**src/rtl/alu_op_sequencer.sv**
```systemverilog
// Issuing-side controller for the combinational 32-bit ALU.
// Takes one opcode plus operands per request, drives the ALU control fields,
// waits for the ALU to settle, captures the result and returns it over a
// valid/ready response channel. Illegal opcodes answer immediately with an error.
//
//  state  | meaning
//  -------+-------------------------------------------------------------
//  IDLE   | ready for a request; alu_* hold the last legal operation
//  SETTLE | ALU driven, counting down until alu_s may be captured
//  RESP   | response presented; held until the consumer takes it
module alu_op_sequencer #(
  parameter int WIDTH         = 32,
  parameter int SETTLE_CYCLES = 2
) (
  input  logic             clk,
  input  logic             rst_n,
  input  logic             req_valid,
  output logic             req_ready,
  input  logic [3:0]       req_op,
  input  logic [WIDTH-1:0] req_a,
  input  logic [WIDTH-1:0] req_b,
  input  logic [4:0]       req_imm,
  output logic             rsp_valid,
  input  logic             rsp_ready,
  output logic [WIDTH-1:0] rsp_data,
  output logic             rsp_err,
  output logic [15:0]      op_count,
  output logic [WIDTH-1:0] alu_a,
  output logic [WIDTH-1:0] alu_b,
  output logic             alu_c_0,
  output logic             alu_const_var,
  output logic             alu_shift_direction,
  output logic [1:0]       alu_function_class,
  output logic [1:0]       alu_logic_function,
  output logic [4:0]       alu_const_amount,
  input  logic [WIDTH-1:0] alu_s
);

  typedef enum logic [1:0] {
    IDLE   = 2'd0,
    SETTLE = 2'd1,
    RESP   = 2'd2
  } state_t;

  localparam logic [3:0] CNT_LOAD = 4'(SETTLE_CYCLES - 1);

  state_t     state;
  state_t     state_nxt;
  logic [3:0] cnt;
  logic       accept;
  logic       legal;
  logic       rsp_fire;

  logic       dec_c_0;
  logic       dec_const_var;
  logic       dec_shift_direction;
  logic [1:0] dec_function_class;
  logic [1:0] dec_logic_function;

  // rst_n gates req_ready so nothing can handshake while reset is held
  assign req_ready = rst_n && (state == IDLE);
  assign rsp_valid = (state == RESP);
  assign accept    = req_valid && req_ready;
  assign legal     = (req_op <= 4'hA);
  assign rsp_fire  = rsp_valid && rsp_ready;

  // Opcode decode into ALU control fields; shifts always operate on b
  always_comb begin
    dec_c_0             = 1'b0;
    dec_const_var       = 1'b0;
    dec_shift_direction = 1'b0;
    dec_function_class  = 2'b00;
    dec_logic_function  = 2'b00;
    case (req_op)
      4'h0: ;
      4'h1: dec_shift_direction = 1'b1;
      4'h2: dec_const_var = 1'b1;
      4'h3: begin
        dec_const_var       = 1'b1;
        dec_shift_direction = 1'b1;
      end
      4'h4: dec_function_class = 2'b10;
      4'h5: begin
        dec_function_class = 2'b10;
        dec_c_0            = 1'b1;
      end
      4'h6: begin
        dec_function_class = 2'b01;
        dec_c_0            = 1'b1;
      end
      4'h7: dec_function_class = 2'b11;
      4'h8: begin
        dec_function_class = 2'b11;
        dec_logic_function = 2'b01;
      end
      4'h9: begin
        dec_function_class = 2'b11;
        dec_logic_function = 2'b10;
      end
      4'hA: begin
        dec_function_class = 2'b11;
        dec_logic_function = 2'b11;
      end
      default: ;
    endcase
  end

  // Next-state logic
  always_comb begin
    state_nxt = state;
    case (state)
      IDLE:    if (accept) state_nxt = legal ? SETTLE : RESP;
      SETTLE:  if (cnt == 4'd0) state_nxt = RESP;
      RESP:    if (rsp_fire) state_nxt = IDLE;
      default: state_nxt = IDLE;
    endcase
  end

  // State register
  always_ff @(posedge clk or negedge rst_n) begin
    if (!rst_n) state <= IDLE;
    else        state <= state_nxt;
  end

  // ALU drive registers: loaded only by a legal accept so an error leaves them untouched
  always_ff @(posedge clk or negedge rst_n) begin
    if (!rst_n) begin
      alu_a               <= '0;
      alu_b               <= '0;
      alu_c_0             <= 1'b0;
      alu_const_var       <= 1'b0;
      alu_shift_direction <= 1'b0;
      alu_function_class  <= 2'b00;
      alu_logic_function  <= 2'b00;
      alu_const_amount    <= 5'd0;
    end else if (accept && legal) begin
      alu_a               <= req_a;
      alu_b               <= req_b;
      alu_c_0             <= dec_c_0;
      alu_const_var       <= dec_const_var;
      alu_shift_direction <= dec_shift_direction;
      alu_function_class  <= dec_function_class;
      alu_logic_function  <= dec_logic_function;
      alu_const_amount    <= req_imm;
    end
  end

  // Settle down-counter; capture happens on its terminal count
  always_ff @(posedge clk or negedge rst_n) begin
    if (!rst_n)                             cnt <= 4'd0;
    else if (accept && legal)               cnt <= CNT_LOAD;
    else if (state == SETTLE && cnt != 4'd0) cnt <= cnt - 4'd1;
  end

  // Response payload: error answer on illegal accept, ALU result at end of settle
  always_ff @(posedge clk or negedge rst_n) begin
    if (!rst_n) begin
      rsp_data <= '0;
      rsp_err  <= 1'b0;
    end else if (accept && !legal) begin
      rsp_data <= '0;
      rsp_err  <= 1'b1;
    end else if (state == SETTLE && cnt == 4'd0) begin
      rsp_data <= alu_s;
      rsp_err  <= 1'b0;
    end
  end

  // Completed-response counter, wraps naturally
  always_ff @(posedge clk or negedge rst_n) begin
    if (!rst_n)        op_count <= 16'd0;
    else if (rsp_fire) op_count <= op_count + 16'd1;
  end

endmodule

```
**config.mk**
```make
export PLATFORM = sky130hd
export DESIGN_NAME = alu_op_sequencer
export DESIGN_NICKNAME = d
export VERILOG_FILES = /design/src/rtl/alu_op_sequencer.sv
export SDC_FILE = /design/constraint.sdc
export NUM_CORES = 1
export LEC_CHECK = 0
export BUFFER_PORTS_ARGS = -buffer_cell sky130_fd_sc_hd__buf_2
export CAP_MARGIN = 20
export CELL_PAD_IN_SITES_DETAIL_PLACEMENT = 0
export CELL_PAD_IN_SITES_GLOBAL_PLACEMENT = 1
export CORE_MARGIN = 2
export CORE_UTILIZATION = 31
export CTS_CLUSTER_DIAMETER = 50
export DETAILED_ROUTE_END_ITERATION = 10
export PLACE_DENSITY = 0.86
export SLEW_MARGIN = 30
export SYNTH_ARGS = -nofsm -noshare
export SYNTH_HDL_FRONTEND = slang
export SYNTH_SLANG_ARGS = --single-unit
```
**constraint.sdc**
```tcl
create_clock -name clk -period 1.72 [get_ports clk]
set_input_delay 0.172 -clock clk [delete_from_list [all_inputs] [get_ports clk]]
set_output_delay 0.172 -clock clk [all_outputs]
set_load 0.02 [all_outputs]
```
## After elaboration in Yosys (flattened, before gate mapping)

Cells that the tools add are included.

- Add/subtract/negate cells: 2
- Multiply operators: 0
- Divide/modulo/power cells: 0
- $lt $le $gt $ge: 1
- Eq/ne operators: 15
- Shift operators: 0
- Muxes and demuxes: 16
- Bitwise gates (word level): 0
- Reduce and logical (&&, ||, !) cells: 19

Operator list:

| cell | count |
|---|---|
| 32-bit two-way mux | 2 |
| 2-bit case mux with 3 select lines | 3 |
| 16-bit by 1-bit adder with 16-bit output (second input constant) | 1 |
| 4-bit by 3-bit == test with 1-bit output (second input constant) | 4 |
| 4-bit == test (second input constant) | 3 |
| 4-bit by 2-bit == test with 1-bit output (second input constant) | 2 |
| 2-bit two-way mux | 4 |
| 4-bit two-way mux | 2 |
| 2-bit OR reduction | 4 |
| 1-bit logical AND | 7 |
| 1-bit two-way mux | 5 |
| 4-bit by 1-bit == test with 1-bit output (second input constant) | 1 |
| 4-bit less-or-equal comparator (second input constant) | 1 |
| 4-bit logical NOT | 1 |
| 2-bit inequality test (second input constant) | 2 |
| 2-bit nonzero test | 2 |
| 4-bit nonzero test | 1 |
| 4-bit OR reduction | 1 |
| 4-bit by 1-bit subtractor with 4-bit output (second input constant) | 1 |
| 3-bit AND reduction | 1 |
| 2-bit by 1-bit == test with 1-bit output (second input constant) | 1 |
| 2-bit == test (second input constant) | 1 |
| 2-bit logical NOT | 1 |
| 2-bit by 1-bit inequality test with 1-bit output (second input constant) | 1 |
| 1-bit logical NOT | 1 |

- Register bits: 131
- Bits in latches: 0
- RAM bits: 0
- Memory bits (read-only): 0
- Input port bits: 109
- Memories: 0

## Depth between registers and ports, before layout

- Depth after elaboration: 5
- Mapped depth: 8
- Gate-level depth less buffers: 6

## Least setup slack after synthesis

OpenSTA, ideal clock, no wires.

- Path type: flip-flop to flip-flop
- Start point: register cnt[0]
- End point: register rsp_err
- Data arrival time: 1.523 ns
- Slack: 0.079 ns
- Cell stages (with the launch flop): 8
- Buffers on the path: 2
- Cells stage by stage: dfrtp_1 > inv_1 > ha_1 > or3b_4 > nand2b_4 > buf_6 > buf_6 > a21o_1

- Cells in the longest elaborated chain, start to end: 3

RTL lines:

| what | RTL line | source |
|---|---|---|
| from (decl) | 49 | `logic [3:0] cnt;` |
| from (signal assigned) | 152 | `else if (state == SETTLE && cnt != 4'd0) cnt <= cnt - 4'd1;` |
| 4-bit logical NOT | 163 | `end else if (state == SETTLE && cnt == 4'd0) begin` |
| 1-bit logical AND | 163 |  |
| 2-bit nonzero test (no source line) | -- |  |
| to (signal assigned) | 159 | `rsp_err <= 1'b0;` |
| to (signal assigned) | 162 | `rsp_err <= 1'b1;` |
| to (signal assigned) | 165 | `rsp_err <= 1'b0;` |
| to (decl) | 26 | `output logic rsp_err,` |

Every way passes these cells.
A chain may end at the register's enable or synchronous reset.

## Worst setup path in the final report

- Start point: register cnt[0]
- End point: register rsp_data[4]

- Cells in the longest elaborated chain, start to end: 3

RTL lines:

| what | RTL line | source |
|---|---|---|
| 4-bit logical NOT | 163 |  |
| 1-bit logical AND | 163 |  |
| 2-bit nonzero test (no source line) | -- |  |
| to (signal assigned) | 164 | `rsp_data <= alu_s;` |
| to (decl) | 25 | `output logic [WIDTH-1:0] rsp_data,` |

Every way passes these cells.

==> results.tsv <==
stage	metric	value	unit
status	status	finished, final reports clean	
hold_path	hold_depth	3	
grt	grt_pass1_vias	4957	
timing	period_needed	1.69	ns
synth	synthArstFlopShare	1.00	
setup_path	worstSetupPathDepth	7	
routing	vias	5204	
synth	synth_most_common_cell	nand2_1	
synth	synthTopCellsByArea	dfrtp_1 61%, nand2_1 20%, a21oi_1 3.5%, buf_2 1.7%, xnor2_1 1.6%	
cts	clock_path_buffers	2	
routing	initialDrtViolationCount	259	
routing	dr.pass1.iters	4	
power_and_ir_drop	seqPwrFrac	0.356	
timing	worstMarginPinSlew	0.691	ns
floorplanning	initial_core_util	0.313	
routing	routed_wl	16.4	mm
setup_path	rr_worst_depth	7	
setup_path	setup.worst_path.class	flip-flop to flip-flop	
hold_path	hold_class	input pin to flip-flop	
floorplanning	core_region_area	17100	µm²
power_and_ir_drop	internal_power	0.00858	W
setup_path	crit_fanout	8	
setup_path	cpPeakStageDelay	0.40	ns
routing	vias_per_cell	4.50	
placement	dp_hpwl	9.81	mm
finish	drive_gt1_frac	0.333	
placement	gp_congestion	0.748	
timing	timing.fmax	0.591	GHz
synth	synth_flop_cell	dfrtp_1	
setup_path	cp_slowest_cell	or3b_4	
routing	drt-wirelength-per-cell	14.2	µm
finish	area_growth	60.5	%
setup_path	startpoint_type	flip-flop	
floorplanning	die_x	136	µm
grt	antenna_found_initial	2	
synth	synthCells	572	
floorplanning	io_pins	236	
cts	tritoncts	yes	
power_and_ir_drop	pwr-share-clk	0.254	
timing	relSlewSlack	0.539	
power_and_ir_drop	p_sw	0.00559	W
timing	finalClockSkew	0.0113	ns
grt	grt_usage	0.171	
grt	grt-ovfl-total	0	
floorplanning	die-area	18400	µm²
setup_path	path_delay_family	simple AND/OR/NAND/NOR gates	
grt	grt_first_pass_wirelength	24.6	mm
synth	synth_commonest_cells	290 x nand2_1, 131 x dfrtp_1, 37 x a21oi_1, 18 x buf_2, 10 x xnor2_1	
cts	clock_sinks	131	
timing	rsz0062_at_grt	true	
timing	setup_slack	0.0280	ns
cts	numCtsBuffers	17	
setup_path	endpoint_kind	flip-flop	
synth	synth-edff-count	0	
finish	layout.nets	1030	
timing	setup_tns	0	ns
synth	yosys.area.top_type	dfrtp_1	
timing	slew_viol_final	0	
synth	synth_top_area_share	0.611	
timing	final_hold_viol_count	0	
cts	clk_pin_slew_worst_paths	0.06	ns
floorplanning	std_cell_rows	48	
setup_path	path_buf_inv	2	
timing	finalCritPeriodShare	0.984	
floorplanning	fp.dieH	136	µm
placement	place_ws	0.0477	ns
synth	yosysSeqAreaShare	0.611	
power_and_ir_drop	p_per_area	1650	nW/µm²
cts	cts.htree.levels	4	
flow_run	maxCapViolCount	0	
synth	ys_warn_count	0	
setup_path	path_cells	inv_2 > ha_4 > or3b_4 > nor2b_4 > clkbuf_16 > nand2_1 > a21oi_1	
cts	root_buffer	clkbuf_16	
synth	syn_nets	684	
power_and_ir_drop	p_comb_frac	0.390	
cts	clock_latency	0.42	ns
routing	ant_nets	0	
synth	ys_types	41	
timing	setup_viol	0	
synth	yosys_register_bits	131	
synth	avgSynthCellArea	9.38	µm²
power_and_ir_drop	p_leak	4.61	nW
setup_path	required	2.06	ns
power_and_ir_drop	swShare	0.395	
grt	grt_max_degree	53	
routing	drc	0	
power_and_ir_drop	ir_drop	0.000877	V
setup_path	arrival	2.03	ns
synth	netlist_area	5360	µm²
placement	port_buffers	235	
worst paths after layout:
| check | from | endpoint | slack, ns |
|---|---|---|---|
| max | cnt[0]$_DFFE_PN0P_ | rsp_data[4]$_DFFE_PN0P_ | 0.03 |
| min | rsp_ready | state[1]$_DFFE_PN0P_ | 0.06 |
| max reg2reg | cnt[0]$_DFFE_PN0P_ | rsp_data[4]$_DFFE_PN0P_ | 0.03 |
| min reg2reg | alu_a[5]$_DFFE_PN0N_ | alu_a[5]$_DFFE_PN0N_ | 0.46 |
| max in group asynchronous | rst_n | alu_a[17]$_DFFE_PN0N_ | 0.44 |
| min in group asynchronous | rst_n | op_count[3]$_DFFE_PN0P_ | 0.10 |
logic make-up (layout without fill, tap and decap cells):
kind of cell	Yosys count	in the layout	synth area share
AND/OR/NAND/NOR	335	337	0.262
flip-flops	131	131	0.611
AO/OA/AOI/OAI	48	48	0.0495
buffers and inverters	36	393	0.0385
XOR/XNOR	18	18	0.0294
adder cells (fa/ha/maj)	3	3	0.00700
multiplexers	1	1	0.00210
other	0	1	0
what timing repair did:
action	in CTS	in global routing
resized for setup	0	15
setup buffers	0	2
endpoints found under the hold margin	205	0
setup endpoints to repair	0	34
hold buffers	102	0
tightest hold or removal path, stage by stage:
cell and delay [ns]:
buf_2 0.11, inv_1 0.05, a211o_1 0.11
power by group through the flow:
stage / clock network, W / logic, W / registers [W]
floorplan: 0 / 0.00167 / 0.00652
global route: 0.00386 / 0.00601 / 0.00519
global placement: 0 / 0.00503 / 0.00503
detailed placement: 0 / 0.00514 / 0.00503
CTS: 0.00370 / 0.00530 / 0.00502
finish: 0.00360 / 0.00552 / 0.00505
metal layers:
| metal | share of wire | GRT usage | vias up |
|---|---|---|---|
| li1 | - | - | 2506 |
| met1 | 0.41 | 0.202 | 2472 |
| met2 | 0.50 | 0.282 | 182 |
| met3 | 0.051 | 0.0471 | 42 |
| met4 | 0.036 | 0.0926 | 2 |
| met5 | 0.00098 | 0 | - |
flip-flops by register name, indices dropped and copies added (netlist names):
| register | flops |
|---|---|
| alu_a | 32 |
| alu_b | 32 |
| rsp_data | 32 |
| op_count | 16 |
| alu_const_amount | 5 |
| cnt | 4 |
| alu_function_class | 2 |
| alu_logic_function | 2 |
| state | 2 |
| alu_c_0 | 1 |
| alu_const_var | 1 |
| alu_shift_direction | 1 |
| rsp_err | 1 |
cell type report:
class                           instances  area [µm²]
Multi-Input combinational cell        407        1970
Clock inverter                         14         153
Inverter                                5        18.8
Tap cell                              225         282
Clock buffer                           18         439
Sequential cell                       131        3280
Antenna cell                            1        2.50
Timing Repair Buffer                  356        2460
Fill cell                            1550        8510
metrics by stage:
stage | power (W) | cell area, µm² | util | std cells | hold slack [ns]
3_5_place_dp | 0.0102 | 6830 | 0.399 | 1015 | -0.0335
5_1_grt | 0.0151 | 8610 | 0.503 | 1157 | 0.0483
3_3_place_gp | 0.0101 | 6830 | 0.399 | 1015 | -0.0356
6_report | 0.0142 | 8610 | 0.503 | 1157 | 0.0574
2_1_floorplan | 0.00819 | 5360 | - | 572 | -0.124
4_1_cts | 0.0140 | 8450 | 0.493 | 1149 | 0.0439
cells in the final DEF (no fill, tap or decap), types with 4 or more instances in the layout:
| cell | netlist | routed |
|---|---|---|
| a21oi_1 | 37 | 35 |
| clkbuf_16 | 0 | 19 |
| xnor2_1 | 10 | 10 |
| nor2_1 | 8 | 8 |
| buf_12 | 0 | 6 |
| dfrtp_1 | 131 | 131 |
| buf_2 | 18 | 234 |
| nand3_1 | 8 | 8 |
| nor3_1 | 4 | 4 |
| nand4_1 | 4 | 4 |
| nand2_1 | 290 | 288 |
| dlygate4sd3_1 | 0 | 102 |
| buf_4 | 3 | 10 |
| clkinvlp_4 | 0 | 4 |
| xor2_1 | 8 | 8 |
Power figures use the tool's default switching activity.
